### config.mk
export PLATFORM = sky130hd
export DESIGN_NAME = mini_alu_core_flat
export DESIGN_NICKNAME = d
export VERILOG_FILES = /design/src/rtl/mini_alu_pkg.sv /design/src/rtl/mini_alu_core_if.sv /design/src/rtl/mini_alu_core_return_stack.sv /design/src/rtl/mini_alu_core.sv /design/src/flat_wrapper.sv
export SDC_FILE = /design/constraint.sdc
export NUM_CORES = 1
export LEC_CHECK = 0
export CAP_MARGIN = 0
export CORE_MARGIN = 8
export CORE_UTILIZATION = 45
export CTS_CLUSTER_SIZE = 25
export DETAILED_ROUTE_END_ITERATION = 7
export SKIP_CTS_REPAIR_TIMING = 1
export SKIP_LAST_GASP = 1
export SYNTH_ARGS = -nofsm -noshare
export SYNTH_HDL_FRONTEND = slang
export SYNTH_SLANG_ARGS = --single-unit
### constraint.sdc
create_clock -name Clock -period 8.91 [get_ports Clock]
set_input_delay 2.673 -clock Clock [delete_from_list [all_inputs] [get_ports Clock]]
set_output_delay 2.673 -clock Clock [all_outputs]
set_load 0.01 [all_outputs]
### src/rtl/mini_alu_pkg.sv
// Shared opcode encodings, instruction field positions and core state type
// for the MiniAlu execution core.
package mini_alu_pkg;

    localparam int unsigned INSTR_WIDTH = 28;
    localparam int unsigned FIELD_WIDTH = 8;
    localparam int unsigned OP_LSB      = 24;
    localparam int unsigned DST_LSB     = 16;
    localparam int unsigned SRC1_LSB    = 8;
    localparam int unsigned SRC0_LSB    = 0;

    typedef enum logic [3:0] {
        OP_NOP  = 4'd0,
        OP_STO  = 4'd1,
        OP_ADD  = 4'd2,
        OP_SUB  = 4'd3,
        OP_INC  = 4'd4,
        OP_AND  = 4'd5,
        OP_OR   = 4'd6,
        OP_BGE  = 4'd7,
        OP_BLE  = 4'd8,
        OP_BEQ  = 4'd9,
        OP_JMP  = 4'd10,
        OP_CALL = 4'd11,
        OP_RET  = 4'd12,
        OP_VGA  = 4'd13,
        OP_HALT = 4'd14
    } op_e;

    typedef enum logic {
        ST_RUN,
        ST_HALT
    } core_state_e;

    localparam logic [INSTR_WIDTH-1:0] INSTR_NOP = {OP_NOP, 24'h000000};

    function automatic logic [INSTR_WIDTH-1:0] mk_instr(op_e op, logic [7:0] dst,
                                                        logic [7:0] src1, logic [7:0] src0);
        return {op, dst, src1, src0};
    endfunction

endpackage

### src/rtl/mini_alu_core_if.sv
// Instruction ROM, pixel-write and status signals of the MiniAlu core.
interface mini_alu_core_if #(
    parameter int unsigned IADDR_WIDTH = 16,
    parameter int unsigned PIXEL_WIDTH = 3
);
    logic [IADDR_WIDTH-1:0] oRomAddr;
    logic [27:0]            iRomData;
    logic                   oPixWe;
    logic [7:0]             oPixX;
    logic [7:0]             oPixY;
    logic [PIXEL_WIDTH-1:0] oPixColor;
    logic                   oHalted;
    logic                   oStackErr;
    logic                   oIllegal;

    modport master (
        output oRomAddr, input iRomData,
        output oPixWe, output oPixX, output oPixY, output oPixColor,
        output oHalted, output oStackErr, output oIllegal
    );

    modport slave (
        input oRomAddr, output iRomData,
        input oPixWe, input oPixX, input oPixY, input oPixColor,
        input oHalted, input oStackErr, input oIllegal
    );
endinterface

### src/rtl/mini_alu_core_return_stack.sv
// Hardware return-address LIFO; push is ignored when full, pop when empty.
module return_stack #(
    parameter int unsigned DEPTH = 4,
    parameter int unsigned WIDTH = 16
) (
    input  logic             clk_i,
    input  logic             rst_ni,
    input  logic             push_i,
    input  logic             pop_i,
    input  logic [WIDTH-1:0] data_i,
    output logic [WIDTH-1:0] top_o,
    output logic             full_o,
    output logic             empty_o
);
    localparam int unsigned SPW = $clog2(DEPTH + 1);

    logic [SPW-1:0]   sp_q;
    logic [WIDTH-1:0] mem_q [DEPTH];

    assign full_o  = (sp_q == SPW'(DEPTH));
    assign empty_o = (sp_q == '0);

    always_ff @(posedge clk_i) begin
        if (!rst_ni) begin
            sp_q <= '0;
        end else if (push_i && !full_o) begin
            sp_q <= sp_q + SPW'(1);
        end else if (pop_i && !empty_o) begin
            sp_q <= sp_q - SPW'(1);
        end
    end

    always_ff @(posedge clk_i) begin
        for (int unsigned i = 0; i < DEPTH; i++) begin
            if (rst_ni && push_i && !full_o && sp_q == SPW'(i)) begin
                mem_q[i] <= data_i;
            end
        end
    end

    always_comb begin
        top_o = '0;
        for (int unsigned i = 0; i < DEPTH; i++) begin
            if (sp_q == SPW'(i + 1)) begin
                top_o = mem_q[i];
            end
        end
    end
endmodule

### src/rtl/mini_alu_core.sv
// MiniAlu single-stage execution core: zero-penalty branches, nested CALL/RET,
// registered pixel-write port, sticky stack error and illegal-opcode pulse.
module mini_alu_core
    import mini_alu_pkg::*;
#(
    parameter int unsigned DATA_WIDTH     = 16,
    parameter int unsigned IADDR_WIDTH    = 16,
    parameter int unsigned REG_ADDR_WIDTH = 3,
    parameter int unsigned STACK_DEPTH    = 4,
    parameter int unsigned PIXEL_WIDTH    = 3
) (
    input  logic           Clock,
    input  logic           Reset,
    mini_alu_core_if.master bus
);
    localparam int unsigned NREGS = 2 ** REG_ADDR_WIDTH;

    core_state_e            state_q, state_d;
    logic [INSTR_WIDTH-1:0] ir_q;
    logic [IADDR_WIDTH-1:0] pc_q, fetch_addr, target;
    logic [DATA_WIDTH-1:0]  rf_q [NREGS];
    logic                   err_q, illegal_q, illegal_d, pix_we_q, pix_we_d;
    logic [7:0]             pix_x_q, pix_y_q;
    logic [PIXEL_WIDTH-1:0] pix_col_q;

    logic [3:0]             op;
    logic [7:0]             dst, src1, src0;
    logic [DATA_WIDTH-1:0]  rs1, rs0, imm, wdata;
    logic                   wr_en, taken, push, pop, set_err;
    logic [IADDR_WIDTH-1:0] st_top;
    logic                   st_full, st_empty;

    assign op   = ir_q[OP_LSB +: 4];
    assign dst  = ir_q[DST_LSB +: FIELD_WIDTH];
    assign src1 = ir_q[SRC1_LSB +: FIELD_WIDTH];
    assign src0 = ir_q[SRC0_LSB +: FIELD_WIDTH];
    assign rs1  = rf_q[src1[REG_ADDR_WIDTH-1:0]];
    assign rs0  = rf_q[src0[REG_ADDR_WIDTH-1:0]];
    assign imm  = DATA_WIDTH'({src1, src0});

    return_stack #(
        .DEPTH(STACK_DEPTH),
        .WIDTH(IADDR_WIDTH)
    ) u_stack (
        .clk_i  (Clock),
        .rst_ni (Reset),
        .push_i (push),
        .pop_i  (pop),
        .data_i (pc_q),
        .top_o  (st_top),
        .full_o (st_full),
        .empty_o(st_empty)
    );

    always_comb begin
        state_d   = state_q;
        wr_en     = 1'b0;
        wdata     = '0;
        taken     = 1'b0;
        target    = IADDR_WIDTH'(dst);
        push      = 1'b0;
        pop       = 1'b0;
        set_err   = 1'b0;
        pix_we_d  = 1'b0;
        illegal_d = 1'b0;
        if (state_q == ST_RUN) begin
            case (op_e'(op))
                OP_NOP:  ;
                OP_STO:  begin wr_en = 1'b1; wdata = imm; end
                OP_ADD:  begin wr_en = 1'b1; wdata = rs1 + rs0; end
                OP_SUB:  begin wr_en = 1'b1; wdata = rs1 - rs0; end
                OP_INC:  begin wr_en = 1'b1; wdata = rs1 + DATA_WIDTH'(1); end
                OP_AND:  begin wr_en = 1'b1; wdata = rs1 & rs0; end
                OP_OR:   begin wr_en = 1'b1; wdata = rs1 | rs0; end
                OP_BGE:  taken = (rs1 >= rs0);
                OP_BLE:  taken = (rs1 <= rs0);
                OP_BEQ:  taken = (rs1 == rs0);
                OP_JMP:  taken = 1'b1;
                OP_CALL: begin
                    if (!st_full) begin
                        push  = 1'b1;
                        taken = 1'b1;
                    end else begin
                        set_err = 1'b1;
                    end
                end
                OP_RET: begin
                    if (!st_empty) begin
                        pop    = 1'b1;
                        taken  = 1'b1;
                        target = st_top;
                    end else begin
                        set_err = 1'b1;
                    end
                end
                OP_VGA:  pix_we_d = 1'b1;
                OP_HALT: state_d = ST_HALT;
                default: illegal_d = 1'b1;
            endcase
        end
        fetch_addr = !Reset ? '0 : (taken ? target : pc_q);
    end

    // IR and pc only advance while the next state is RUN, so HALT freezes fetch on its own edge.
    always_ff @(posedge Clock) begin
        if (!Reset) begin
            state_q   <= ST_RUN;
            pc_q      <= '0;
            ir_q      <= INSTR_NOP;
            err_q     <= 1'b0;
            illegal_q <= 1'b0;
            pix_we_q  <= 1'b0;
            pix_x_q   <= '0;
            pix_y_q   <= '0;
            pix_col_q <= '0;
        end else begin
            state_q   <= state_d;
            if (state_d == ST_RUN) begin
                ir_q <= bus.iRomData;
                pc_q <= fetch_addr + IADDR_WIDTH'(1);
            end
            err_q     <= err_q | set_err;
            illegal_q <= illegal_d;
            pix_we_q  <= pix_we_d;
            if (pix_we_d) begin
                pix_x_q   <= rs1[7:0];
                pix_y_q   <= rs0[7:0];
                pix_col_q <= dst[PIXEL_WIDTH-1:0];
            end
        end
    end

    always_ff @(posedge Clock) begin
        if (Reset && wr_en) begin
            rf_q[dst[REG_ADDR_WIDTH-1:0]] <= wdata;
        end
    end

    assign bus.oRomAddr  = fetch_addr;
    assign bus.oPixWe    = pix_we_q;
    assign bus.oPixX     = pix_x_q;
    assign bus.oPixY     = pix_y_q;
    assign bus.oPixColor = pix_col_q;
    assign bus.oHalted   = (state_q == ST_HALT);
    assign bus.oStackErr = err_q;
    assign bus.oIllegal  = illegal_q;
endmodule

### src/flat_wrapper.sv
// flat-port wrapper written by rule: the top's interface ports become plain ports
module mini_alu_core_flat import mini_alu_pkg::*;
#(
    parameter int unsigned DATA_WIDTH     = 16,
    parameter int unsigned IADDR_WIDTH    = 16,
    parameter int unsigned REG_ADDR_WIDTH = 3,
    parameter int unsigned STACK_DEPTH    = 4,
    parameter int unsigned PIXEL_WIDTH    = 3
)
  (Clock, Reset, bus_oRomAddr, bus_iRomData, bus_oPixWe, bus_oPixX, bus_oPixY, bus_oPixColor, bus_oHalted, bus_oStackErr, bus_oIllegal);
  mini_alu_core_if #(.IADDR_WIDTH(IADDR_WIDTH), .PIXEL_WIDTH(PIXEL_WIDTH)) bus_i ();
  input  logic Clock;
  input  logic Reset;
  output wire logic [$bits(bus_i.oRomAddr)-1:0] bus_oRomAddr;
  input wire logic [$bits(bus_i.iRomData)-1:0] bus_iRomData;
  output wire logic [$bits(bus_i.oPixWe)-1:0] bus_oPixWe;
  output wire logic [$bits(bus_i.oPixX)-1:0] bus_oPixX;
  output wire logic [$bits(bus_i.oPixY)-1:0] bus_oPixY;
  output wire logic [$bits(bus_i.oPixColor)-1:0] bus_oPixColor;
  output wire logic [$bits(bus_i.oHalted)-1:0] bus_oHalted;
  output wire logic [$bits(bus_i.oStackErr)-1:0] bus_oStackErr;
  output wire logic [$bits(bus_i.oIllegal)-1:0] bus_oIllegal;
  assign bus_oRomAddr = bus_i.oRomAddr;
  assign bus_i.iRomData = bus_iRomData;
  assign bus_oPixWe = bus_i.oPixWe;
  assign bus_oPixX = bus_i.oPixX;
  assign bus_oPixY = bus_i.oPixY;
  assign bus_oPixColor = bus_i.oPixColor;
  assign bus_oHalted = bus_i.oHalted;
  assign bus_oStackErr = bus_i.oStackErr;
  assign bus_oIllegal = bus_i.oIllegal;
  mini_alu_core #(.DATA_WIDTH(DATA_WIDTH), .IADDR_WIDTH(IADDR_WIDTH), .REG_ADDR_WIDTH(REG_ADDR_WIDTH), .STACK_DEPTH(STACK_DEPTH), .PIXEL_WIDTH(PIXEL_WIDTH)) u_core (.Clock(Clock), .Reset(Reset), .bus(bus_i));
endmodule
==> impl_metrics.env <==
export IMPL_clkPwrFrac=0.417
export IMPL_syn_to_final_growth_pct=17.3
export IMPL_endpoint_kind="primary output"
export IMPL_min_path_type="reg2reg"
export IMPL_required_ps=6240
export IMPL_synth_area_top_cells="edfxtp_1 (41%), dfxtp_1 (11%), mux4_2 (10%)"
export IMPL_yosysMostFrequentCell="edfxtp_1"
export IMPL_dominantRegCellSynth="edfxtp_1"
export IMPL_remaining_drc_errors=0
export IMPL_post_route_cell_area_um2=16600
export IMPL_crit_fanout=26
export IMPL_power_share_combinational=0.153
export IMPL_synth_cells=1151
export IMPL_synth_edff_count=192
export IMPL_synth_cell_types=77
export IMPL_setup_viol=0
export IMPL_hold_violations=0
export IMPL_critPathKind="reg2out"
export IMPL_grt_pass1_vias=9888
export IMPL_tritoncts="done"
export IMPL_tns_ps=0
export IMPL_synth_async_reset_ratio=0
export IMPL_final_period_utilization=0.964
export IMPL_finalClockSkew_ps=13.8
export IMPL_reg2reg_depth=19
export IMPL_routed_via_density=5.98
export IMPL_grt_pass1_wl_um=60500
export IMPL_synth_top_cell_area_share=0.407
export IMPL_rsz0062_at_grt="false"
export IMPL_htreeDepth=1
export IMPL_slew_headroom=0.185
export IMPL_internal_power_uw=2410
export IMPL_max_cap_violations=0
export IMPL_status="complete, no violations"
export IMPL_dpl_hpwl_um=26500
export IMPL_antenna_cells=0
export IMPL_final_max_slew_violation_count=0
export IMPL_path_clk_slew_ps=60
export IMPL_drtIter0Drc=821
export IMPL_ff2ff_setup_slack_ps=2470
export IMPL_cpMaxStageDelayCell="o21ai_4"
export IMPL_r2r_end="u_core.pc_q[14]"
export IMPL_cts_root_buf="clkbuf_16"
export IMPL_start_util=0.453
export IMPL_crit_end="bus_oRomAddr[0]"
export IMPL_synthesis_nets=1253
export IMPL_dr_pass1_iters=5
export IMPL_p_leak_uw=0.00593
export IMPL_die_y_um=194
export IMPL_clock_fmax_mhz=116
export IMPL_hold_ws_ps=487
export IMPL_power_switching_uw=826
export IMPL_ys_ff_latch=268
export IMPL_ir_drop_v=0.000126
export IMPL_grt_max_degree=37
export IMPL_core_rowCount=65
export IMPL_die_area_um2=37400
export IMPL_crit_family="compound AO/OA/AOI/OAI gates"
export IMPL_syn_area_um2=14200
export IMPL_wl_per_cell_um=23.7
export IMPL_grt_antenna_before_repair=0
export IMPL_seqPwrFrac=0.430
export IMPL_synth_common_cells="edfxtp_1 (192), nor2_1 (117), dfxtp_1 (76), ha_1 (70), mux4_2 (64)"
export IMPL_gr_total_overflow=0
export IMPL_post_route_util=0.531
export IMPL_swShare=0.255
export IMPL_ant_nets=0
export IMPL_portBuffers=68
export IMPL_design_core_area_um2=31300
export IMPL_start_kind="register"
export IMPL_die_x_um=194
export IMPL_final_nets=1328
export IMPL_clock_latency_ps=560
export IMPL_p_per_area_nw_per_um2=194
export IMPL_yosysWarnings=0
export IMPL_synth_seq_area_share=0.514
export IMPL_num_vias=9886
export IMPL_placed_cell_area_um2=15500
export IMPL_yosysTopAreaCell="edfxtp_1"
export IMPL_cts_sinks=268
export IMPL_syn_area_per_cell_um2=12.3
export IMPL_path_buf_inv=4
export IMPL_tightest_slew_ps=1220
export IMPL_cpPeakStageDelay_ps=690
export IMPL_cp_arrival_ps=5920
export IMPL_drt_wl_total_um=39200
export IMPL_fin_crit_ps=8590
export IMPL_drive_gt1_frac=0.161
export IMPL_io_pins=69
export IMPL_grtUsageTotal=0.205
export IMPL_path_depth=15
export IMPL_critical_path_cell_chain="buf_4 -> mux4_2 -> mux2i_1 -> inv_1 -> ha_1 -> nor2b_1 -> a2111oi_2 -> a211o_1 -> a31o_1 -> o31ai_2 -> o21ai_4 -> buf_4 -> mux2i_1 -> nor2_1 -> clkdlybuf4s50_1"
export IMPL_clockBufferDepth=3
export IMPL_gp_congestion=0.846
export IMPL_cts_buffers=30
-- registers in the layout, indices dropped and copies added (netlist names), 3 cells and up, named ones only --
register and cells:
u_core.rf_q 128, u_core.u_stack.mem_q 64, u_core.ir_q 28, u_core.pc_q 16, u_core.bus.oPixX 8, u_core.bus.oPixY 8
u_core.bus.oPixColor 3, u_core.u_stack.sp_q 3
-- metal layers --
layer | GRT usage | vias to the layer above | part of all wire
met5 | 0 | - | 0
li1 | - | 4550 | -
met3 | 0.0382 | 61 | 0.062
met2 | 0.318 | 306 | 0.45
met1 | 0.291 | 4969 | 0.46
met4 | 0.0544 | 0 | 0.023
-- layout by cell type (no fill, tap or decap), types with 11 or more instances in the layout --
cell | netlist | routed
a211oi_1 | 22 | 21
a21oi_1 | 47 | 47
a221oi_1 | 21 | 21
a22o_1 | 38 | 38
a22oi_1 | 20 | 20
a31oi_1 | 12 | 12
buf_4 | 1 | 41
clkbuf_16 | 0 | 31
clkdlybuf4s50_1 | 0 | 68
dfxtp_1 | 76 | 74
edfxtp_1 | 192 | 192
ha_1 | 70 | 70
inv_1 | 50 | 50
mux2i_1 | 51 | 51
mux4_2 | 64 | 64
nand2_1 | 57 | 57
nand2b_1 | 19 | 19
nand3_1 | 20 | 20
nor2_1 | 117 | 113
nor3_1 | 16 | 11
o21ai_0 | 26 | 26
xnor2_1 | 26 | 26
xor2_1 | 15 | 15
-- kinds of logic after synthesis --
| kind of cell | after synthesis | share of synthesized area |
|---|---|---|
| DFF | 268 | 0.514 |
| buffers and inverters | 118 | 0.0327 |
| xor gates and xnor gates | 41 | 0.0253 |
| AOI/OAI and AO/OA | 245 | 0.125 |
| adders and majority gates | 72 | 0.0646 |
| and+or+nand+nor | 287 | 0.0967 |
| muxes | 120 | 0.142 |
-- stage by stage --
step                      worst slack (ps)  instances  total power [uW]
after floorplan                       1330       1151              1750
after global placement                1050       1596              1900
after detailed placement               972       1596              1900
after CTS                              348       1652              3250
after global routing                  61.5       1652              3350
final                                  316       1652              3230
-- power by group through the flow --
stage	Combinational (uW)	Sequential [uW]	Clock, uW
2_1_floorplan	356	1400	0
6_report	493	1390	1350
3_3_place_gp	480	1420	0
3_5_place_dp	485	1420	0
4_1_cts	489	1390	1370
5_1_grt	538	1390	1420
-- cell type report --
cell class / count / area [um2]
fill: 2639 / 14700
sequential: 268 / 7290
multi-input combinational: 765 / 6540
timing repair buffer: 110 / 1010
clock buffer: 42 / 882
tap: 402 / 503
clock inverter: 14 / 216
inverter: 51 / 191
-- worst min-delay path by stage --
stage	startpoint	to	slack [ps]	cells after the start
after floorplan	u_core.ir_q[22]	u_core.ir_q[22]	440	1
after global placement	u_core.ir_q[21]	u_core.ir_q[21]	470	1
after detailed placement	u_core.ir_q[21]	u_core.ir_q[21]	470	1
after CTS	u_core.ir_q[23]	u_core.ir_q[23]	490	1
after global routing	u_core.ir_q[21]	u_core.ir_q[21]	530	1
final	u_core.ir_q[23]	u_core.ir_q[23]	490	1
-- worst reg2reg max path, stage by stage (launching register included) --
cell       delay, ps
dfxtp_1          610
buf_4            440
mux4_2           370
mux2i_1          390
inv_1            170
ha_1             230
nor2b_1          170
a2111oi_2        510
a211o_1          320
a31o_1           200
o31ai_2          100
o21ai_4          690
buf_4            310
mux2i_1           80
nor2_1           180
ha_1             340
nand2_1          110
or4_1            620
or4_1            440
nand3_1           90
Power figures use the tool's default switching activity.
